==> src/rtl/aes_inv_key_expansion.sv <==
// ---------------------------------------------------------------------------
// aes_inv_key_expansion
//   Reverse AES-128 key schedule for the decryption datapath. Loads the final
//   (round 10) key and streams round keys 10, 9, ..., 0 over valid/ready.
//   Output packing matches the forward key expansion: key_out = {w3,w2,w1,w0},
//   each word carrying its first byte in bits [31:24].
//
// Ports
//   clk        clock
//   rst_n      asynchronous active-low reset
//   start      load request, accepted only while idle (busy=0)
//   key_in     round-10 key; byte 0 in [7:0], byte 15 in [127:120]
//   key_ready  consumer accepts key_out this cycle
//   key_out    current round key {w3,w2,w1,w0}
//   key_valid  key_out / round_idx valid
//   round_idx  round number of key_out (10 down to 0)
//   busy       high from start acceptance until done
//   done       one-cycle pulse after round 0 has been accepted
//
// Optional build macro
//   AES_INV_KEY_ZEROIZE_EN : clear the key registers and rcon when the last
//   key is accepted, so key_out reads 0 in DONE and IDLE. When undefined the
//   round-0 (cipher) key stays visible on key_out until the next start/reset.
// ---------------------------------------------------------------------------

// Clocked AES S-box: one byte in, registered substituted byte out.
module aes_inv_key_sbox (
  input  logic       clk,
  input  logic       rst_n,
  input  logic [7:0] din,
  output logic [7:0] dout
);

  logic [7:0] dout_r;

  // GF(2^8) multiply modulo x^8 + x^4 + x^3 + x + 1.
  function automatic logic [7:0] gf_mul(input logic [7:0] a, input logic [7:0] b);
    logic [7:0] p;
    logic [7:0] aa;
    p  = 8'h00;
    aa = a;
    for (int i = 0; i < 8; i++) begin
      if (b[i]) begin
        p = p ^ aa;
      end else begin
        p = p;
      end
      aa = aa[7] ? ((aa << 1) ^ 8'h1b) : (aa << 1);
    end
    return p;
  endfunction

  // Multiplicative inverse as a^254 (maps 0 to 0 as the S-box requires).
  function automatic logic [7:0] gf_inv(input logic [7:0] a);
    logic [7:0] r;
    logic [7:0] p;
    r = 8'h01;
    p = a;
    for (int i = 0; i < 8; i++) begin
      if (i != 0) begin
        r = gf_mul(r, p);
      end else begin
        r = r;
      end
      p = gf_mul(p, p);
    end
    return r;
  endfunction

  // Forward S-box: inverse followed by the affine transform.
  function automatic logic [7:0] sbox_fn(input logic [7:0] a);
    logic [7:0] x;
    x = gf_inv(a);
    return x ^ {x[6:0], x[7]} ^ {x[5:0], x[7:6]} ^ {x[4:0], x[7:5]}
             ^ {x[3:0], x[7:4]} ^ 8'h63;
  endfunction

  // Substitution output register.
  always_ff @(posedge clk or negedge rst_n) begin
    if (!rst_n) begin
      dout_r <= 8'h00;
    end else begin
      dout_r <= sbox_fn(din);
    end
  end

  assign dout = dout_r;

endmodule

module aes_inv_key_expansion #(
  parameter int         NUM_ROUNDS = 10,
  parameter logic [7:0] RCON_INIT  = 8'h36
) (
  input  logic         clk,
  input  logic         rst_n,
  input  logic         start,
  input  logic [127:0] key_in,
  input  logic         key_ready,
  output logic [127:0] key_out,
  output logic         key_valid,
  output logic [3:0]   round_idx,
  output logic         busy,
  output logic         done
);

  typedef enum logic [1:0] {
    ST_IDLE  = 2'd0,
    ST_WAIT  = 2'd1,
    ST_VALID = 2'd2,
    ST_DONE  = 2'd3
  } state_t;

  state_t      state_r;
  state_t      state_nxt_s;
  logic        load_s;
  logic        step_s;
  logic        finish_s;

  logic [31:0] r0_r, r1_r, r2_r, r3_r;
  logic [7:0]  rcon_r;
  logic [3:0]  round_r;
  logic        key_valid_r;
  logic        busy_r;
  logic        done_r;

  logic [31:0] t_s;
  logic [31:0] rot_s;
  logic [31:0] sub_s;

  // Byte reversal of one key_in word into the {first byte in [31:24]} layout.
  function automatic logic [31:0] bswap32(input logic [31:0] w);
    return {w[7:0], w[15:8], w[23:16], w[31:24]};
  endfunction

  // Inverse Rcon step: divide by x in GF(2^8) (0x8d = x^-1 reduction term).
  function automatic logic [7:0] rcon_prev(input logic [7:0] rc);
    return rc[0] ? ((rc >> 1) ^ 8'h8d) : (rc >> 1);
  endfunction

  // R3^R2 is the new w3 after a step, i.e. the word that fed SubWord on the
  // forward side; the sboxes track it continuously and settle during WAIT.
  assign t_s   = r3_r ^ r2_r;
  assign rot_s = {t_s[23:16], t_s[15:8], t_s[7:0], t_s[31:24]};

  genvar gi;
  generate
    for (gi = 0; gi < 4; gi++) begin : g_sbox
      aes_inv_key_sbox u_sbox (
        .clk  (clk),
        .rst_n(rst_n),
        .din  (rot_s[gi*8 +: 8]),
        .dout (sub_s[gi*8 +: 8])
      );
    end
  endgenerate

  // FSM next-state and control strobes.
  always_comb begin
    state_nxt_s = state_r;
    load_s      = 1'b0;
    step_s      = 1'b0;
    finish_s    = 1'b0;
    case (state_r)
      ST_IDLE: begin
        if (start) begin
          load_s      = 1'b1;
          state_nxt_s = ST_WAIT;
        end else begin
          state_nxt_s = ST_IDLE;
        end
      end
      ST_WAIT: begin
        state_nxt_s = ST_VALID;
      end
      ST_VALID: begin
        if (key_ready) begin
          if (round_r != 4'd0) begin
            step_s      = 1'b1;
            state_nxt_s = ST_WAIT;
          end else begin
            finish_s    = 1'b1;
            state_nxt_s = ST_DONE;
          end
        end else begin
          state_nxt_s = ST_VALID;
        end
      end
      ST_DONE: begin
        // start is deliberately not looked at here.
        state_nxt_s = ST_IDLE;
      end
      default: begin
        state_nxt_s = ST_IDLE;
      end
    endcase
  end

  // FSM state and registered status outputs.
  always_ff @(posedge clk or negedge rst_n) begin
    if (!rst_n) begin
      state_r     <= ST_IDLE;
      key_valid_r <= 1'b0;
      busy_r      <= 1'b0;
      done_r      <= 1'b0;
    end else begin
      state_r     <= state_nxt_s;
      key_valid_r <= (state_nxt_s == ST_VALID);
      busy_r      <= (state_nxt_s == ST_WAIT) || (state_nxt_s == ST_VALID);
      done_r      <= (state_nxt_s == ST_DONE);
    end
  end

  // Key words, rcon and round counter.
  always_ff @(posedge clk or negedge rst_n) begin
    if (!rst_n) begin
      r0_r    <= 32'h0000_0000;
      r1_r    <= 32'h0000_0000;
      r2_r    <= 32'h0000_0000;
      r3_r    <= 32'h0000_0000;
      rcon_r  <= RCON_INIT;
      round_r <= 4'd0;
    end else if (load_s) begin
      r0_r    <= bswap32(key_in[31:0]);
      r1_r    <= bswap32(key_in[63:32]);
      r2_r    <= bswap32(key_in[95:64]);
      r3_r    <= bswap32(key_in[127:96]);
      rcon_r  <= RCON_INIT;
      round_r <= 4'(NUM_ROUNDS);
    end else if (step_s) begin
      r3_r    <= r3_r ^ r2_r;
      r2_r    <= r2_r ^ r1_r;
      r1_r    <= r1_r ^ r0_r;
      r0_r    <= r0_r ^ sub_s ^ {rcon_r, 24'h00_0000};
      rcon_r  <= rcon_prev(rcon_r);
      round_r <= round_r - 4'd1;
`ifdef AES_INV_KEY_ZEROIZE_EN
    end else if (finish_s) begin
      // Cleared as DONE is entered so key_out already reads 0 in DONE.
      r0_r    <= 32'h0000_0000;
      r1_r    <= 32'h0000_0000;
      r2_r    <= 32'h0000_0000;
      r3_r    <= 32'h0000_0000;
      rcon_r  <= 8'h00;
      round_r <= round_r;
`endif
    end else begin
      r0_r    <= r0_r;
      r1_r    <= r1_r;
      r2_r    <= r2_r;
      r3_r    <= r3_r;
      rcon_r  <= rcon_r;
      round_r <= round_r;
    end
  end

  assign key_out   = {r3_r, r2_r, r1_r, r0_r};
  assign key_valid = key_valid_r;
  assign round_idx = round_r;
  assign busy      = busy_r;
  assign done      = done_r;

endmodule

==> config.mk <==
export PLATFORM = sky130hd
export DESIGN_NAME = aes_inv_key_expansion
export DESIGN_NICKNAME = d
export VERILOG_FILES = /design/src/rtl/aes_inv_key_expansion.sv
export SDC_FILE = /design/constraint.sdc
export NUM_CORES = 2
export LEC_CHECK = 0
export CAP_MARGIN = 10
export CORE_ASPECT_RATIO = 1.25
export CORE_UTILIZATION = 35
export DETAILED_ROUTE_END_ITERATION = 8
export PLACE_DENSITY = 0.61
export SLEW_MARGIN = 20
export SYNTH_ARGS = -nofsm -noshare
export SYNTH_HDL_FRONTEND = slang
export SYNTH_SLANG_ARGS = --single-unit
==> constraint.sdc <==
create_clock -name clk -period 48.7 [get_ports clk]
set_input_delay 7.305 -clock clk [delete_from_list [all_inputs] [get_ports clk]]
set_output_delay 7.305 -clock clk [all_outputs]
set_load 0.005 [all_outputs]
==> impl_metrics.ini <==
[finish]
area_growth_pct = 8.86
n_fill_cell = 19600
diodes = 0
seq_area_um2 = 4430
fin_area_um2 = 73500
fin_nets = 9037
multi_input_area_um2 = 60400
layout-drive-gt1-share_pct = 8.33

[synthesis]
async_reset_ff_share_pct = 100
synth_nets = 9090
syn-cell-area_um2 = 67500
ys.warnings.count = 0
syn_avg_cell_area_um2 = 7.57
yosysUniqueCellTypes = 141
synth-edff-count = 0
ys.flop_type = dfrtp_1
netlist_instances = 8927
ys_seq_area_share_pct = 6.57
ys_ff_latch = 177

[min_path]
hold_path_class = flip-flop to flip-flop

[global_routing]
track_usage_pct = 21.9
grt_pass1_wl_um = 351000
grt.overflow.total = 0
grt_pass1_vias = 62400
grt_max_degree = 116
antenna_found_initial = 2

[clock_tree]
clkLatencyLatePin_ns = 0.54
holdBufCountCts = 0
cts.sink_count = 177
cts-resized-gates = 0
numCtsBuffers = 17
clk_path_buf_depth = 2
cts_max_level = 4
cts_root_buf = clkbuf_16
path_clk_slew_ns = 0.08
cts_tree = built
postCtsSetupRepairBufs = 0

[timing]
tightest_slew_ns = 1.15
skew_ns = 0.0253
hold_viol = 0
min_period_ns = 19.56
period_share_pct = 40.2
whs_ns = 0.509
rsz0062_at_grt = no
setup_viol = 0
fmaxAchievable_mhz = 51.1
tns_ns = 0
drv_slew = 0
relSlewSlack_pct = 23.0

[critical_path]
criticalPathCategory = flip-flop to flip-flop
worstPathRequired_ns = 49.14
worst_setup_path_end_kind = flip-flop
worstPathArrival_ns = 19.99
cp_slowest_cell = xnor2_1
startpoint_type = flip-flop
crit_fanout = 18
cp_slowest_stage_delay_ns = 0.88
cp_common_cell = xnor2_1

[drt]
wl_per_cell_um = 19.5
drt-total-wl_um = 222000
vias = 65100
drc = 0
viasPerCell = 5.70
drt_iter0_drc = 5708
antenna_left = 0
dr.pass1.iters = 7

[floorplan]
die_area_um2 = 195000
die_w_um = 395
die_h_um = 493
core_um2 = 191000
start_util_pct = 35.4
io_pins = 267
rows = 179

[placement]
dp_hpwl_um = 164000
numPortBuffers = 266
gp_congestion = 0.938
placed_area_um2 = 72900

[status]
status = complete, no violations

[job]
drv_cap = 0
-- sequential cells by signal, indices dropped and copies added (netlist names) --
register and cells:
g_sbox.u_sbox.dout 32, r0_r 32, r1_r 32, r2_r 32, r3_r 32, rcon_r 8
round_idx 4, state_r 2, busy 1, done 1, key_valid 1
-- path summary, 6_finish.rpt --
check / from / end / slack, ns / cells after the start
worst max-delay path: r2_r[7] / g_sbox[1].u_sbox.dout[5] / 29.14 / 57
worst min-delay path: rcon_r[5] / rcon_r[4] / 0.51 / 2
worst max register to register: r2_r[7] / g_sbox[1].u_sbox.dout[5] / 29.14 / 57
worst min register to register: rcon_r[5] / rcon_r[4] / 0.51 / 2
max in group asynchronous: rst_n / r1_r[16] / 39.91 / 3
min in group asynchronous: rst_n / r3_r[2] / 6.73 / 1
-- kinds of logic (layout without fill, tap and decap cells) --
kind of cell	Yosys count	after routing	share of synthesized area [%]
compound gates	1827	1827	17.8
flops	177	177	6.57
buf+inv	682	642	4.60
mux	242	242	3.79
simple gates	3290	3290	21.4
xor+xnor	2676	2676	45.2
fa+ha+maj	33	33	0.604
-- stage by stage --
stage / util (%) / setup WS (ns) / instances
final: 38.5 / 29.14 / 11400
after global routing: 38.5 / 27.71 / 11400
after CTS: 38.5 / 28.76 / 11400
after detailed placement: 38.1 / 28.87 / 11400
after global placement: 38.1 / 29.04 / 11400
after floorplan: - / 32.91 / 8927
-- cell usage after synthesis (31+ instances only) --
master | number | area (um2)
o211ai_1 | 74 | 556
nand3_1 | 226 | 1130
o22ai_1 | 115 | 719
a31oi_1 | 91 | 569
xnor2_1 | 1596 | 14000
a211oi_1 | 94 | 706
buf_1 | 37 | 139
xor2_1 | 526 | 4610
xnor3_2 | 32 | 761
o21ai_0 | 414 | 2070
and3_1 | 67 | 419
dfrtp_1 | 173 | 4330
a21oi_1 | 445 | 2230
mux2_2 | 49 | 552
o31ai_1 | 43 | 323
buf_2 | 105 | 526
nand2_1 | 1072 | 4020
ha_1 | 31 | 388
or3_1 | 49 | 307
clkbuf_1 | 372 | 1400
nor2b_1 | 46 | 288
nand2b_1 | 41 | 257
xnor3_1 | 313 | 7050
buf_6 | 33 | 372
nor3_1 | 248 | 1240
xor3_1 | 31 | 737
inv_1 | 68 | 255
o21a_1 | 36 | 270
mux2i_1 | 183 | 1830
nor4_1 | 42 | 263
nor2_1 | 1246 | 4680
and2_1 | 60 | 375
a22oi_1 | 44 | 330
xnor2_2 | 105 | 1710
a21o_1 | 31 | 233
nand4_1 | 42 | 263
-- metal layers --
| metal | routed length [um] | vias up | GRT usage (%) |
|---|---|---|---|
| met5 | 24 | - | 0 |
| met1 | 93900 | 31200 | 28.3 |
| met2 | 106000 | 2665 | 37.2 |
| met3 | 15900 | 457 | 3.36 |
| li1 | - | 30800 | - |
| met4 | 6480 | 4 | 6.79 |
-- placed cells by master, fill, tap and decap left out, drive strengths merged, types with 115 or more instances in the layout --
| master | n |
|---|---|
| xnor3 | 346 |
| xnor2 | 1731 |
| nand3 | 226 |
| nand2 | 1075 |
| dfrtp | 173 |
| xor2 | 558 |
| buf | 247 |
| o22ai | 115 |
| o21ai | 445 |
| a21oi | 449 |
| clkdlybuf4s50 | 265 |
| mux2i | 186 |
| nor2 | 1256 |
| nor3 | 255 |
-- critical path: cells and delay by family, from the launching register on --
kind	cells	cell delay, ns
flip-flops	1	0.48
AND/OR/NAND/NOR	10	2.23
AO/OA/AOI/OAI	11	4.11
multiplexers	5	1.43
adder cells (fa/ha/maj)	3	1.37
XOR/XNOR	23	8.63
buffers and inverters	5	1.16
-- cell type report --
class / count / share of cell area [%]
clock buffer: 20 / 0.635
clock inverter: 12 / 0.184
timing repair buffer: 512 / 6.14
inverter: 98 / 0.500
tap: 2534 / 4.31
sequential: 177 / 6.03
multi-input combinational: 8068 / 82.2
Power is left out: the tool's default activity adds up to more than one toggle a clock period on the data nets, which glitch-free logic cannot reach.
